===== src/rtl/coefficient_bank_if.sv =====
// Coefficient-load link between the loader (master) and the coefficient bank (slave),
// carrying the write strobe, the busy flag and the committed coefficient set.
interface coefficient_bank_if #(
    parameter int DATA_W = 16
);
    logic              load_coeff;
    logic [1:0]        coefficient_num;
    logic [DATA_W-1:0] coeff_data;
    logic              modwait;
    logic [DATA_W-1:0] f0_coeff;
    logic [DATA_W-1:0] f1_coeff;
    logic [DATA_W-1:0] f2_coeff;
    logic [DATA_W-1:0] f3_coeff;
    logic              coeff_valid;
    logic              load_err;

    modport master (
        output load_coeff, coefficient_num, coeff_data,
        input  modwait, f0_coeff, f1_coeff, f2_coeff, f3_coeff, coeff_valid, load_err
    );

    modport slave (
        input  load_coeff, coefficient_num, coeff_data,
        output modwait, f0_coeff, f1_coeff, f2_coeff, f3_coeff, coeff_valid, load_err
    );
endinterface


===== src/rtl/coefficient_bank.sv =====
// Stages four in-order coefficient writes and commits them atomically one cycle after the last busy period.
// Each accepted write holds modwait high for BUSY_CYCLES; strobes while busy or out of order are dropped with a load_err pulse.
module coefficient_bank #(
    parameter int DATA_W      = 16,
    parameter int BUSY_CYCLES = 2
) (
    input  logic               i_clk,
    input  logic               i_n_reset,
    coefficient_bank_if.slave  bus
);
    typedef enum logic [1:0] {
        ST_IDLE   = 2'd0,
        ST_BUSY   = 2'd1,
        ST_COMMIT = 2'd2
    } state_t;

    state_t            r_state;
    state_t            w_next_state;
    logic [2:0]        r_cnt;
    logic [1:0]        r_expected;
    logic [DATA_W-1:0] r_stage [4];
    logic [DATA_W-1:0] r_f     [4];
    logic              r_valid;
    logic              r_err;
    logic              r_modwait;

    logic w_accept;
    logic w_cnt_zero;
    logic w_modwait_nxt;
    logic w_err_nxt;
    logic w_exp_clr;
    logic w_exp_inc;
    logic w_commit;

    // COMMIT behaves like IDLE towards new strobes, so only BUSY blocks acceptance.
    assign w_accept   = bus.load_coeff && (r_state != ST_BUSY) && (bus.coefficient_num == r_expected);
    assign w_cnt_zero = (r_cnt == 3'd0);

    always_ff @(posedge i_clk or negedge i_n_reset) begin
        if (!i_n_reset) begin
            r_state <= ST_IDLE;
        end else begin
            r_state <= w_next_state;
        end
    end

    // In BUSY, r_expected still holds the index being absorbed; it advances on the final busy edge.
    always_comb begin
        w_next_state = r_state;
        case (r_state)
            ST_IDLE, ST_COMMIT: w_next_state = w_accept ? ST_BUSY : ST_IDLE;
            ST_BUSY: begin
                if (w_cnt_zero) begin
                    w_next_state = (r_expected == 2'd3) ? ST_COMMIT : ST_IDLE;
                end
            end
            default: w_next_state = ST_IDLE;
        endcase
    end

    always_comb begin
        w_modwait_nxt = (w_next_state == ST_BUSY);
        w_err_nxt     = bus.load_coeff && !w_accept;
        w_exp_clr     = bus.load_coeff && (r_state != ST_BUSY) && !w_accept;
        w_exp_inc     = (r_state == ST_BUSY) && w_cnt_zero;
        w_commit      = (r_state == ST_COMMIT);
    end

    always_ff @(posedge i_clk or negedge i_n_reset) begin
        if (!i_n_reset) begin
            r_cnt      <= 3'd0;
            r_expected <= 2'd0;
            r_valid    <= 1'b0;
            r_err      <= 1'b0;
            r_modwait  <= 1'b0;
            for (int i = 0; i < 4; i++) begin
                r_stage[i] <= '0;
                r_f[i]     <= '0;
            end
        end else begin
            r_modwait <= w_modwait_nxt;
            r_err     <= w_err_nxt;
            if (w_accept) begin
                r_stage[bus.coefficient_num] <= bus.coeff_data;
                r_cnt                        <= 3'(BUSY_CYCLES - 1);
            end else if ((r_state == ST_BUSY) && !w_cnt_zero) begin
                r_cnt <= r_cnt - 3'd1;
            end
            if (w_exp_clr) begin
                r_expected <= 2'd0;
            end else if (w_exp_inc) begin
                r_expected <= r_expected + 2'd1;
            end
            if (w_commit) begin
                for (int i = 0; i < 4; i++) begin
                    r_f[i] <= r_stage[i];
                end
                r_valid <= 1'b1;
            end
        end
    end

    assign bus.modwait     = r_modwait;
    assign bus.load_err    = r_err;
    assign bus.coeff_valid = r_valid;
    assign bus.f0_coeff    = r_f[0];
    assign bus.f1_coeff    = r_f[1];
    assign bus.f2_coeff    = r_f[2];
    assign bus.f3_coeff    = r_f[3];
endmodule


===== src/flat_wrapper.sv =====
// flat-port wrapper written by rule: the top's interface ports become plain ports
module coefficient_bank_flat 
#(
    parameter int DATA_W      = 16,
    parameter int BUSY_CYCLES = 2
)
  (i_clk, i_n_reset, bus_load_coeff, bus_coefficient_num, bus_coeff_data, bus_modwait, bus_f0_coeff, bus_f1_coeff, bus_f2_coeff, bus_f3_coeff, bus_coeff_valid, bus_load_err);
  coefficient_bank_if #(.DATA_W(DATA_W)) bus_i ();
  input  logic i_clk;
  input  logic i_n_reset;
  input wire logic [$bits(bus_i.load_coeff)-1:0] bus_load_coeff;
  input wire logic [$bits(bus_i.coefficient_num)-1:0] bus_coefficient_num;
  input wire logic [$bits(bus_i.coeff_data)-1:0] bus_coeff_data;
  output wire logic [$bits(bus_i.modwait)-1:0] bus_modwait;
  output wire logic [$bits(bus_i.f0_coeff)-1:0] bus_f0_coeff;
  output wire logic [$bits(bus_i.f1_coeff)-1:0] bus_f1_coeff;
  output wire logic [$bits(bus_i.f2_coeff)-1:0] bus_f2_coeff;
  output wire logic [$bits(bus_i.f3_coeff)-1:0] bus_f3_coeff;
  output wire logic [$bits(bus_i.coeff_valid)-1:0] bus_coeff_valid;
  output wire logic [$bits(bus_i.load_err)-1:0] bus_load_err;
  assign bus_i.load_coeff = bus_load_coeff;
  assign bus_i.coefficient_num = bus_coefficient_num;
  assign bus_i.coeff_data = bus_coeff_data;
  assign bus_modwait = bus_i.modwait;
  assign bus_f0_coeff = bus_i.f0_coeff;
  assign bus_f1_coeff = bus_i.f1_coeff;
  assign bus_f2_coeff = bus_i.f2_coeff;
  assign bus_f3_coeff = bus_i.f3_coeff;
  assign bus_coeff_valid = bus_i.coeff_valid;
  assign bus_load_err = bus_i.load_err;
  coefficient_bank #(.DATA_W(DATA_W), .BUSY_CYCLES(BUSY_CYCLES)) u_core (.i_clk(i_clk), .i_n_reset(i_n_reset), .bus(bus_i));
endmodule

===== config.mk =====
export PLATFORM = sky130hd
export DESIGN_NAME = coefficient_bank_flat
export DESIGN_NICKNAME = d
export VERILOG_FILES = /design/src/rtl/coefficient_bank_if.sv /design/src/rtl/coefficient_bank.sv /design/src/flat_wrapper.sv
export SDC_FILE = /design/constraint.sdc
export NUM_CORES = 1
export LEC_CHECK = 0
export BUFFER_PORTS_ARGS = -buffer_cell sky130_fd_sc_hd__buf_2
export CAP_MARGIN = 30
export CORE_AREA = 5 5 141 143
export CTS_CLUSTER_DIAMETER = 80
export DETAILED_ROUTE_END_ITERATION = 12
export DIE_AREA = 0 0 146 148
export GPL_TIMING_DRIVEN = 0
export PLACE_DENSITY_LB_ADDON = 0.08
export SLEW_MARGIN = 10
export SYNTH_ARGS = -nofsm -noshare
export SYNTH_HDL_FRONTEND = slang
export SYNTH_SLANG_ARGS = --single-unit
export TNS_END_PERCENT = 20

===== constraint.sdc =====
create_clock -name i_clk -period 2 [get_ports i_clk]
set_clock_uncertainty 0.2 [all_clocks]
set_input_delay 0.1 -clock i_clk [delete_from_list [all_inputs] [get_ports i_clk]]
set_output_delay 0.1 -clock i_clk [all_outputs]
set_load 0.05 [all_outputs]

==> run metrics <==
dpl hpwl 8069 um; Starting Density 0.2932; PwrDens 1416 nW/um^2; Lkg Pwr 0.003686 uW; max-cap viol count 0; warnings from Yosys 0; FF+latch area roughly 3500 um^2; Core Rows 50; Worst Path Required 2.09 ns; vias around 3000; drt first-iter violations 111; fin area around 7000 um^2; I/O Buffers 87; post-CTS sizing 0; Final Hold Viols 0; vias in the first global route ~3500; Crit Path Max Fanout 10; Final ANT Viol Nets 0; RSZ-0062 raised after global routing false; sequential area share after synthesis 0.6383; total gr overflow 0; CTS clk-pin slew, worst paths roughly 0.060 ns; number of H-tree levels 4; fillcell total around 1700; final slew viol count 0; area grow syn2layout 29.46%; # Post-CTS Setup Buffers 0; WP data arrival ~2 ns; flop-to-flop setup slack around 0.11 ns; type of the most critical hold path in -> reg; DRT Pass-1 Iters 4; Ports a little under 90; Final period util 0.9435; Vias/cell approximately 4.4; FF-to-FF Start u_core.r_expected[1]; overall die height between 100 and 150 um; Clock Root Buffer clkbuf_16; most common cell after layout, fill and taps aside dfrtp_1; Post-DP Area just over 6000 um^2; drt wl/cell between 15 and 20 um; flops & latches, synth around 140; Remaining DRCs 0; fin nets 472; TritonCTS sink count between 100 and 150; clock buffer depth 2; Worst Min Path Start bus_coefficient_num[0]; Clock Latency Late Sink 0.41 ns; fin util 0.3795; Setup crit start u_core.r_expected[1]; most frequent cells in the layout dfrtp_1 (138), mux2_2 (105), buf_2 (96), mux2_4 (20), dlygate4sd3_1 (18); Synth Cell Area 5410 um^2; GRT Overall Usage 0.1214; CP startpoint kind flop; normalized max-slew margin 0.6241; Horiz. Die Dim around 150 um; WS Path Type reg -> reg; routability congestion estimate slightly below 0.7; antenna violations before repair 0; Die ar. 21610 um^2; largest net degree at the start of global routing just over 70; min Tclk post-route 1.887 ns; worst slew pin tran 0.5579 ns; drt total wl between 10000 and 15000 um; maximum vdd ir drop 0.5780 mV; Avg Inst Size Synth roughly 17 um^2; Multi-input gate area ~1800 um^2; CTS tree yes; ANT cells 0; status completed; core region area between 15000 and 20000 um^2; Syn Nets about 350; synth unique cells 29; synthesized instance count 323; final setup fails 0; share of layout cells above drive strength 1 0.5717; maximum clock rate between 500 and 600 MHz; first-pass GRT wire length approximately 20000 um; TritonCTS Buffers 17; Critical Path End Type flop
==> per-layer routing <==
metal,vias up,GRT usage,part of all wire
met4,0,0.04374,0.012
met3,11,0.04384,0.056
li1,1398,-,-
met2,69,0.1963,0.48
met5,-,0,0
met1,1582,0.1506,0.45
==> per-stage QoR <==
step	worst slack, ns	hold WS (ns)	TNS [ns]	instances	power [uW]
final	0.1129	0.01989	0	694	9915
after global placement	-1.388	0.1911	-190.26	644	6492
after detailed placement	0.06010	-0.09963	0	645	6578
after global routing	0.005303	0.01997	0	694	10460
after CTS	0.04935	0.004299	0	694	10080
after floorplan	0.3162	-0.3956	0	323	5919
==> layout make-up <==
type,instances,share of cell area
multi-input combinational,167,0.2637
buffer,14,0.01358
tap,234,0.04180
sequential,138,0.4930
inverter,4,0.002144
clock inverter,6,0.01894
clock buffer,25,0.07360
timing repair buffer,106,0.09325
==> what timing repair did <==
action                                  in CTS  in global routing
endpoints found under the hold margin      206                  0
endpoints found under the setup margin       0                  0
hold buffers                                18                  0
==> final timing paths <==
kind,endpoint,cells after the start
max,u_core.r_stage[40],4
min,u_core.r_stage[34],3
max reg2reg,u_core.r_stage[40],4
min reg2reg,u_core.bus.coeff_valid,1
max in group asynchronous,u_core.bus.f3_coeff[5],3
min in group asynchronous,u_core.bus.f3_coeff[11],2
==> where the power goes <==
| part | internal [uW] | switching (uW) |
|---|---|---|
| registers | 3630 | 415 |
| logic | 1030 | 1430 |
| clock network | 2280 | 1130 |
==> logic make-up (layout without fill, tap and decap cells) <==
logic type,count (synthesis),in the layout,share of synthesized area
AO/OA/AOI/OAI,15,15,0.01781
XOR/XNOR,2,2,0.003238
adder cells (fa/ha/maj),3,3,0.006939
buffers and inverters,18,155,0.02035
flip-flops,138,138,0.6383
multiplexers,128,128,0.2803
AND/OR/NAND/NOR,19,19,0.03307
==> cells in the mapped netlist <==
| cell | n | area, um^2 |
|---|---|---|
| nand3_4 | 2 | 35.03 |
| a21o_1 | 2 | 15.01 |
| nand4_4 | 2 | 42.54 |
| mux2_4 | 20 | 300.3 |
| inv_1 | 4 | 15.01 |
| nor2b_1 | 1 | 6.260 |
| o2bb2ai_1 | 1 | 8.760 |
| a31oi_1 | 3 | 18.77 |
| a21oi_1 | 2 | 10.01 |
| nand2_1 | 2 | 7.510 |
| nor2_8 | 1 | 20.02 |
| dfrtp_1 | 138 | 3453 |
| nand2b_1 | 2 | 12.51 |
| and3_1 | 1 | 6.260 |
| ha_1 | 3 | 37.54 |
| or2_1 | 1 | 6.260 |
| nor2_2 | 1 | 6.260 |
| mux2_1 | 3 | 33.78 |
| xor2_1 | 2 | 17.52 |
| buf_6 | 4 | 45.04 |
| nor3_1 | 1 | 5.000 |
| nor2b_4 | 1 | 13.76 |
| nor2_1 | 3 | 11.26 |
| mux2_2 | 105 | 1182 |
| and2_1 | 1 | 6.260 |
| o21ai_0 | 4 | 20.02 |
| o31ai_1 | 2 | 15.01 |
| o31a_1 | 1 | 8.760 |
| buf_2 | 10 | 50.05 |
==> worst max-delay path, stage by stage (launching register included) <==
cell and delay (ns):
dfrtp_1 0.42, nor2_1 0.33, nand4_4 0.26, buf_6 0.25, mux2_4 0.30
==> registers in the layout, indices dropped and copies added, names as in the netlist <==
signal	cells
u_core.bus.f2_coeff	16
u_core.r_cnt	3
u_core.bus.coeff_valid	1
u_core.r_stage	64
u_core.bus.load_err	1
u_core.r_expected	2
u_core.bus.f0_coeff	16
u_core.bus.f1_coeff	16
u_core.bus.f3_coeff	16
u_core.r_state	2
u_core.bus.modwait	1
No activity file was read; power rests on OpenSTA's default activity.
